<file path="src/rtl/fifo_wr_arbiter.sv">
// Two-requester round-robin write arbiter in front of a FIFO write port.
// Bounded bursts per grant; never writes while the FIFO reports full.
//
// state  | meaning
// IDLE   | no grant held; picks a requester for the next cycle
// SERVE0 | producer 0 owns the FIFO write port
// SERVE1 | producer 1 owns the FIFO write port
module fifo_wr_arbiter #(
    parameter int DATA_WIDTH = 8,
    parameter int MAX_BURST  = 4
) (
    input  logic                  i_clk,
    input  logic                  i_rst,
    input  logic                  i_req0,
    input  logic [DATA_WIDTH-1:0] i_data0,
    output logic                  o_ack0,
    input  logic                  i_req1,
    input  logic [DATA_WIDTH-1:0] i_data1,
    output logic                  o_ack1,
    input  logic                  i_full,
    output logic                  o_w_en,
    output logic [DATA_WIDTH-1:0] o_w_data,
    output logic                  o_grant0,
    output logic                  o_grant1
);

    typedef enum logic [1:0] {
        IDLE   = 2'd0,
        SERVE0 = 2'd1,
        SERVE1 = 2'd2
    } state_t;

    localparam logic [7:0] LP_BURST_LAST = 8'(MAX_BURST - 1);

    state_t                r_state;
    state_t                w_state_nxt;
    logic [7:0]            r_burst_cnt;
    logic [7:0]            w_burst_cnt_nxt;
    logic                  r_last;
    logic                  w_last_nxt;
    logic                  w_serve;
    logic                  w_sel;
    logic                  w_req_sel;
    logic                  w_req_oth;
    logic                  w_xfer;
    logic                  w_release;
    logic [DATA_WIDTH-1:0] w_data_sel;

    always_ff @(posedge i_clk) begin
        if (i_rst) begin
            r_state     <= IDLE;
            r_burst_cnt <= 8'd0;
            r_last      <= 1'b1;
        end else begin
            r_state     <= w_state_nxt;
            r_burst_cnt <= w_burst_cnt_nxt;
            r_last      <= w_last_nxt;
        end
    end

    // Both SERVE states share one datapath, steered by w_sel.
    always_comb begin
        w_state_nxt     = r_state;
        w_burst_cnt_nxt = r_burst_cnt;
        w_last_nxt      = r_last;
        w_serve         = (r_state == SERVE0) || (r_state == SERVE1);
        w_sel           = (r_state == SERVE1);
        w_req_sel       = w_sel ? i_req1 : i_req0;
        w_req_oth       = w_sel ? i_req0 : i_req1;
        w_data_sel      = w_sel ? i_data1 : i_data0;
        w_xfer          = w_serve & w_req_sel & ~i_full;
        w_release       = w_serve & (~w_req_sel |
                          (w_xfer & (r_burst_cnt == LP_BURST_LAST)));

        case (r_state)
            IDLE: begin
                if (i_req0 && i_req1) begin
                    w_state_nxt = r_last ? SERVE0 : SERVE1;
                end else if (i_req0) begin
                    w_state_nxt = SERVE0;
                end else if (i_req1) begin
                    w_state_nxt = SERVE1;
                end
            end
            SERVE0, SERVE1: begin
                if (w_xfer) begin
                    w_burst_cnt_nxt = r_burst_cnt + 8'd1;
                end
                if (w_release) begin
                    w_last_nxt      = w_sel;
                    w_burst_cnt_nxt = 8'd0;
                    if (w_req_oth) begin
                        w_state_nxt = w_sel ? SERVE0 : SERVE1;
                    end else begin
                        w_state_nxt = IDLE;
                    end
                end
            end
            default: begin
                w_state_nxt = IDLE;
            end
        endcase
    end

    assign o_ack0   = w_xfer & ~w_sel;
    assign o_ack1   = w_xfer & w_sel;
    assign o_w_en   = w_xfer;
    assign o_w_data = w_serve ? w_data_sel : '0;
    assign o_grant0 = (r_state == SERVE0);
    assign o_grant1 = (r_state == SERVE1);

endmodule

</file>
<file path="config.mk">
export PLATFORM = sky130hd
export DESIGN_NAME = fifo_wr_arbiter
export DESIGN_NICKNAME = d
export VERILOG_FILES = /design/src/rtl/fifo_wr_arbiter.sv
export SDC_FILE = /design/constraint.sdc
export NUM_CORES = 1
export LEC_CHECK = 0
export BUFFER_PORTS_ARGS = -buffer_cell sky130_fd_sc_hd__buf_4
export CAP_MARGIN = 5
export CELL_PAD_IN_SITES_DETAIL_PLACEMENT = 1
export CELL_PAD_IN_SITES_GLOBAL_PLACEMENT = 2
export CORE_ASPECT_RATIO = 1.4
export CORE_MARGIN = 2
export CORE_UTILIZATION = 28
export DETAILED_ROUTE_END_ITERATION = 8
export PLACE_DENSITY_LB_ADDON = 0.1
export SETUP_SLACK_MARGIN = 0.05
export SLEW_MARGIN = 15
export SYNTH_ARGS = -nofsm -noshare
export SYNTH_HDL_FRONTEND = slang
export SYNTH_SLANG_ARGS = --single-unit
</file>
<file path="constraint.sdc">
create_clock -name i_clk -period 3.38 [get_ports i_clk]
set_input_delay 0.676 -clock i_clk [delete_from_list [all_inputs] [get_ports i_clk]]
set_output_delay 0.676 -clock i_clk [all_outputs]
set_load 0.01 [all_outputs]
</file>
[Yosys cells after proc, flatten, opt, wreduce, memory -nomap -nowiden]
Index checks and enable logic that the tools add are counted.
Storage, ports and cells
  register bits after elaboration: 11
  bits of input ports: 21
  output and inout port bits: 13
  word-level logic and storage cells: 41
Operators by class
  add/subtract/negate cells: 1
  equal/unequal tests: 5
  multiplexer cells: 14
  bitwise gates (word level): 10
  reductions and logical operators: 8
Operators with widths (count)
  two-way mux 8 bit: 4
  two-way mux 2 bit: 7
  adder 8 x 1 -> 8 bit, second input constant: 1
  equality test 8 x 2 -> 1 bit, second input constant: 1
  AND 1 bit: 6
  AND reduction 2 bit: 3
  != test 4 bit, second input constant: 1
  case mux 2 bit (2 select lines): 1
  inverter 1 bit: 3
  equality test 2 x 1 -> 1 bit, second input constant: 1
  equality test 2 bit, second input constant: 1
  logical NOT 2 bit: 1
  two-way mux 1 bit: 2
  != test 2 bit, second input constant: 1
  nonzero test 2 bit: 1
  OR reduction 2 bit: 1
  logical AND 1 bit: 1
  logical OR 1 bit: 1
  bitwise OR 1 bit: 1

[Depth between registers and ports, before layout]
Gate-level depths: netlist of the first run.
  depth after elaboration: 9
  mapped depth: 7
  mapped depth without buffers: 6

[Worst setup path after synthesis of the first run]
OpenSTA, ideal clock, no wires.
  kind: reg2out
  start: reg r_state[0]
  end: out o_ack0
  arrival time: 1330 ps
  data required time: 2704 ps
  setup slack: 1374 ps
  cell stages (with the launch flop): 6
  buffers on the path: 2
  cell sequence: dfxtp_1 -> inv_1 -> ha_1 -> buf_6 -> buf_2 -> nor3b_1
On the way
  word-level cells in the longest chain between the ends: 5
  elaborated cells between the ends (all ways): 8
  classes of those cells: eq/ne (2); mux (1); bitwise (4); reduce/logical (1)
RTL lines
  start, declared: line 35  | state_t r_state;
  start signal, assigned: line 55  | r_state <= w_state_nxt;
  equality test 2 bit (*)
  named net o_grant1: line 24  | output logic o_grant1
  two-way mux 1 bit or logical OR 1 bit (tied branches): line 68, 66
  AND 1 bit (2 in a row): line 71  | w_xfer = w_serve & w_req_sel & ~i_full;
  AND 1 bit (*): line 105  | assign o_ack0 = w_xfer & ~w_sel;
  end, declared: line 16  | output logic o_ack0,
Mark *: on every way through the listed nets, which the timed path passes. The rest lies on a longest branch.

[Worst setup path after layout of the first run]
  start: reg r_state[0]
  end: out o_w_data[2]
On the way
  word-level cells in the longest chain between the ends: 3
  elaborated cells between the ends (all ways): 5
  classes of those cells: eq/ne (2); mux (2); reduce/logical (1)
RTL lines
  equality test 2 bit or equality test 2 x 1 -> 1 bit (tied branches): line 66, 67
  two-way mux 8 bit or logical OR 1 bit (tied branches): line 70, 66
  two-way mux 8 bit (*): line 108  | assign o_w_data = w_serve ? w_data_sel : '0;
  end, declared: line 22  | output logic [DATA_WIDTH-1:0] o_w_data,
Mark *: on every way between the ends. The rest lies on a longest branch, timed or not.

==> impl_metrics.tcl, run 1 <==
set metrics [dict create \
    nets 162 \
    fmax_ghz 0.4000 \
    area_delta_synth_final_pct 38.69 \
    rsz0062_at_grt "no" \
    powerDensity_nw_per_um2 677.5 \
    outcome "completed" \
    grt.overflow.total 0 \
    insertedDiodeCount 0 \
    synth_area_leader_cell "dfxtp_1" \
    route.detailed.drc 0 \
    die_w_um 50.32 \
    wl_per_cell_um 13.84 \
    clk_path_buf_depth 2 \
    n_fill_cell 369 \
    via_count 850 \
    clk_pin_slew_ns 0.05 \
    fin_cells 172 \
    cts_hold_buf 0 \
    synth_cells 100 \
    finalSetupViolations 0 \
    seq_area_frac_synth_pct 26.19 \
    final_core_util_pct 40.52 \
    synth_seq_cells 11 \
    required_ns 2.70 \
    p_sw_uw 336.3 \
    endpoint_kind "primary output" \
    die-area_um2 3464 \
    vdd_drop_max_mv 0.4215 \
    syn_area_per_cell_um2 8.408 \
    initial_core_util_pct 29.22 \
    cts_made_buffers 3 \
    tritoncts "built" \
    multi_input_area_um2 580.6 \
    ff_latch_area_um2 220.2 \
    grt_first_pass_wirelength_mm 4.126 \
    drtPass1Iterations 4 \
    totalWireLength_mm 2.380 \
    synth_ff_type "dfxtp_1" \
    p_sw_share_pct 42.57 \
    numClockSinks 11 \
    cp-start-kind "flip-flop" \
    hp-class "flip-flop to flip-flop" \
    netlist.area_leader.share_pct 26.19 \
    use_met3_pct 3.448 \
    gp_congestion 0.7859 \
    holdWs_ns 0.5065 \
    grt-busiest-layer "met2" \
    power.internal_uw 453.7 \
    drv_cap 0 \
    tns_ns 0 \
    synth_common_cells "17 x nor2_1, 11 x dfxtp_1, 10 x mux2i_1" \
    ys_warn_count 0 \
    critPathKind "flip-flop to primary output" \
    p_leak_nw 0.4787 \
    dp_cells 168 \
    grt_max_degree 11 \
    finalHoldViolations 0 \
    tightest_slew_ns 0.5467 \
    layout_worst_path_cycle_share_pct 73.96 \
    slew_headroom_pct 63.31 \
    synth_fp_nets 126 \
    first_iter_violations 10 \
    first_global_vias 917 \
    synthTopCellsByArea "dfxtp_1 26%, mux2i_1 12%, nor2_1 7.6%, ha_1 7.4%, nand2_1 3.1%" \
    arrival_ns 1.82 \
    grtUsageMet1_pct 15.45 \
    sequentialPowerShare_pct 21.1 \
    holdPathStages 2 \
    die_height_um 68.84 \
    ant_nets 0 \
    reg2reg_depth 6 \
    htree_levels 1 \
    num_rows 23 \
    synthArstFlopShare_pct 0 \
    syn_area_um2 840.8 \
    synth_cell_types 35 \
    via_per_inst 4.942 \
    clock_latency_ns 0.24 \
    post-synth-top-count-cell "nor2_1" \
    io_buffers 33 \
    cp_max_fo 10 \
    min_period_ns 2.500 \
    p_clk_share_pct 17.5 \
    clockRootBuffer "clkbuf_8" \
    core_area_um2 2878 \
    layout-drive-gt1-share_pct 32.59 \
    synth_edf_count 0 \
    hpwlAfterDp_mm 1.997 \
    pin_count 34 \
    postCtsSetupRepairBufs 0 \
    antenna_found_initial 0 \
    finalMaxSlewViolations 0 \
    gr-usage-all-layers_pct 16.15 \
    pwr-share-comb_pct 61.4 \
    fin_skew_ns 0.003896 \
    use_met2_pct 31.74 \
    post_cts_resized 0 \
]
-- registers in the layout, summed over array words and instances, names as in the netlist --
signal and cells:
r_burst_cnt 8, r_state 2, r_last 1
-- final cells by class --
class / instances / share of cell area [%]
Multi-Input combinational cell: 81 / 49.79
Timing Repair Buffer: 34 / 21.89
Sequential cell: 11 / 18.88
Tap cell: 37 / 3.970
Clock buffer: 4 / 3.863
Inverter: 5 / 1.609
-- power by group through the flow --
stage,sequential (mW),clock [mW],combinational (mW)
floorplan,0.165,0,0.326
global placement,0.169,0,0.485
detailed placement,0.171,0,0.493
CTS,0.168,0.141,0.495
global route,0.170,0.145,0.539
finish,0.167,0.138,0.485
-- kinds of logic after synthesis --
| logic type | Yosys count | synth area share, % |
|---|---|---|
| AND/OR/NAND/NOR | 40 | 24.55 |
| AO/OA/AOI/OAI | 19 | 15.92 |
| flip-flops | 11 | 26.19 |
| multiplexers | 12 | 15.92 |
| XOR/XNOR | 5 | 5.209 |
| adder cells (fa/ha/maj) | 5 | 7.440 |
| buffers and inverters | 8 | 4.761 |
-- critical path: stages (launching register included) --
cell	delay, ns
dfxtp_1	0.38
inv_1	0.08
ha_1	0.48
clkinv_1	0.32
nor2_1	0.18
buf_4	0.14
-- layout by cell type (no fill, tap or decap), drive strengths merged, types with 2 or more instances in the layout --
cell type / instances
nor2b: 2
inv: 4
dfxtp: 11
nand2: 7
nor2: 17
ha: 5
xor2: 2
mux2i: 11
buf: 34
nand2b: 3
a21oi: 6
a211oi: 2
clkbuf: 4
nand3: 2
o21ai: 5
nand4: 2
xnor2: 3
-- layer usage --
metal | wire length, um | part of all wire, % | up-vias
li1 | - | - | 423
met1 | 881 | 37 | 401
met2 | 1362 | 57 | 19
met3 | 69 | 2.9 | 7
met4 | 66 | 2.8 | 0
met5 | 0 | 0 | -
-- final timing paths --
check / start / end / slack (ns)
setup / recovery: r_state[0] / o_w_data[2] / 0.88
hold / removal: r_state[1] / r_state[1] / 0.51
setup reg to reg: r_state[0] / r_burst_cnt[4] / 1.31
hold reg to reg: r_state[1] / r_state[1] / 0.51
-- per-stage QoR --
stage | power (mW) | setup slack (ns) | area (um^2)
floorplan | 0.4914 | 1.374 | 840.8
global placement | 0.6536 | 1.183 | 1121
detailed placement | 0.6640 | 1.106 | 1121
finish | 0.7900 | 0.8800 | 1166
CTS | 0.8041 | 0.8405 | 1166
global route | 0.8542 | 0.6885 | 1166
Note: power is estimated with default switching activity, not from simulation.
==> run 2: changes to the inputs <==
- ABC_AREA: default -> 1
- CORE_UTILIZATION: 28 -> 22
- clock period: 3.38 -> 2.5 ns (I/O delays scaled with it)
==> impl_metrics.tcl, run 2 <==
set metrics [dict create \
    outcome "completed" \
    endpoint_kind "primary output" \
    first_iter_violations 13 \
    reg_top3 "r_burst_cnt: 8 flops, r_state: 2 flops, r_last: 1 flops" \
    r2r_end "r_state[0]" \
    gr-usage-all-layers_pct 13.53 \
    slew_headroom_pct 80.57 \
    vdd_drop_max_mv 0.5694 \
    via_count 1006 \
    cts_hold_buf 0 \
    synth_ff_type "dfxtp_1" \
    synth_fp_nets 171 \
    synthArstFlopShare_pct 0 \
    ant_nets 0 \
    min_period_ns 2.154 \
    antenna_found_initial 0 \
    largest-register "r_burst_cnt" \
    fmax_ghz 0.4642 \
    synthTopCellsByArea "dfxtp_1 26%, nand2_1 17%, nor2_1 13%, inv_1 9.0%, ha_1 7.5%" \
    tns_ns 0 \
    finalHoldViolations 0 \
    route.detailed.drc 0 \
    pin_count 34 \
    drv_cap 0 \
    cp-start-kind "flip-flop" \
    insertedDiodeCount 0 \
    grt_max_degree 13 \
    clk_pin_slew_ns 0.05 \
    fin_ws_ns 0.3459 \
    r2r-start "r_state[0]" \
    hpwlAfterDp_mm 2.429 \
    num_rows 26 \
    pre_cts_ws_ns 0.4597 \
    powerDensity_nw_per_um2 963.8 \
    netlist.area_leader.share_pct 26.39 \
    gp_congestion 0.7646 \
    syn_area_um2 834.6 \
    synth_seq_cells 11 \
    arrival_ns 1.65 \
    cts_made_buffers 3 \
    synth_cell_types 18 \
    holdPathStages 2 \
    first_global_vias 1091 \
    finalSetupViolations 0 \
    fin_skew_ns 0.006579 \
    synth_cells 145 \
    layout_common_cells "37 x nand2_1, 35 x buf_4, 28 x nor2_1" \
    area_delta_synth_final_pct 42.43 \
    tightest_slew_ns 0.2903 \
    syn_area_per_cell_um2 5.756 \
    numClockSinks 11 \
    mostFrequentLayoutCell "nand2_1" \
    p_leak_nw 0.6117 \
    clockRootBuffer "clkbuf_8" \
    cp_max_fo 12 \
    wl_per_cell_um 12.40 \
    hp-start "i_rst" \
    clock_latency_ns 0.24 \
    grt-busiest-layer "met2" \
    synth_common_cells "37 x nand2_1, 28 x nor2_1, 20 x inv_1" \
    via_per_inst 4.491 \
    drtPass1Iterations 3 \
    layout_worst_path_cycle_share_pct 86.16 \
    ys_warn_count 0 \
    finalMaxSlewViolations 0 \
    tritoncts "built" \
    grt.overflow.total 0 \
    layout-drive-gt1-share_pct 24.73 \
    clk_path_buf_depth 2 \
    die_height_um 76.88 \
    synth_area_leader_cell "dfxtp_1" \
    nets 209 \
    grt_first_pass_wirelength_mm 4.726 \
    post-synth-top-count-cell "nand2_1" \
    largest_reg_flops 8 \
    hp-class "input pin to flip-flop" \
    rsz0062_at_grt "no" \
    totalWireLength_mm 2.777 \
    grtUsageMet1_pct 13.07 \
    core_area_um2 3643 \
    synth_edf_count 0 \
    die_w_um 56.06 \
    die-area_um2 4309 \
    required_ns 2.00 \
    postCtsSetupRepairBufs 0 \
    use_met3_pct 1.180 \
    initial_core_util_pct 22.91 \
    critPathKind "flip-flop to primary output" \
    io_buffers 33 \
    reg2reg_depth 10 \
    use_met2_pct 28.47 \
    reg2reg_slack_ns 0.83 \
    hold_end "r_burst_cnt[7]" \
    power_mw 1.146 \
    seq_area_frac_synth_pct 26.39 \
    htree_levels 1 \
]
==> run 2: cell count changes after synthesis, moves of 4 or more <==
cell and delta:
nand2_1 +30, inv_1 +16, nor2_1 +11, mux2i_1 -10, nand3_1 +7, o21ai_0 +5
a21oi_1 +4
==> run 2: worst max-delay path: stages, from the launching register on <==
cell and delay (ns):
dfxtp_1 0.36, inv_1 0.09, ha_2 0.26, buf_4 0.17, o21ai_1 0.18, nand2_1 0.12, nor2_1 0.11, buf_4 0.13
==> run 2: cell families (layout without fill, tap and decap cells) <==
group / Yosys count / in the layout / share of synthesized area (%)
AO/OA/AOI/OAI: 22 / 22 / 13.64
adder cells (fa/ha/maj): 5 / 5 / 7.496
buffers and inverters: 23 / 60 / 10.49
flip-flops: 11 / 11 / 26.39
AND/OR/NAND/NOR: 84 / 84 / 41.98
==> run 2: cell type report <==
class                      count  area [um^2]
clock buffer                   4        45.04
fill                         493         2455
inverter                      21        78.83
multi-input combinational    111        529.3
sequential                    11        220.2
tap                           42        52.55
timing repair buffer          35        262.8
==> run 2: repair_timing <==
action,4_1_cts,5_1_grt
setup endpoints to repair,0,7
gates resized for setup,0,1
endpoints found under the hold margin,0,0
==> run 2: layer usage <==
layer / vias up / part of all wire (%)
li1: 524 / -
met1: 461 / 36
met2: 17 / 60
met3: 4 / 2.8
met4: 0 / 1.2
met5: - / 0
==> run 2: power by group <==
group | internal [mW] | switching, mW | leakage, nW | total, mW
combinational | 0.304 | 0.438 | 0.500 | 0.742
sequential | 0.203 | 0.0181 | 0.0894 | 0.221
clock | 0.112 | 0.0706 | 0.0228 | 0.183
total | 0.619 | 0.526 | 0.612 | 1.15
==> run 2: per-stage QoR <==
stage,area [um^2],util [%],instances,hold WS (ns)
after global routing,1189,32.62,224,0.4678
after CTS,1186,32.55,224,0.4631
after global placement,1141,31.32,220,0.4676
after floorplan,834.6,-,145,0.4464
final,1189,32.62,224,0.4626
after detailed placement,1141,31.32,220,0.4751
==> run 2: how the worst max path moves through the flow <==
stage / from / endpoint / slack [ns] / cells past startpoint
floorplan: r_state[0] / o_w_data[6] / 0.73 / 5
global placement: r_state[0] / o_w_data[3] / 0.51 / 6
detailed placement: r_state[0] / o_ack0 / 0.46 / 7
CTS: r_state[0] / o_ack0 / 0.20 / 7
global route: r_state[0] / o_ack0 / 0.15 / 7
finish: r_state[0] / o_ack0 / 0.35 / 7
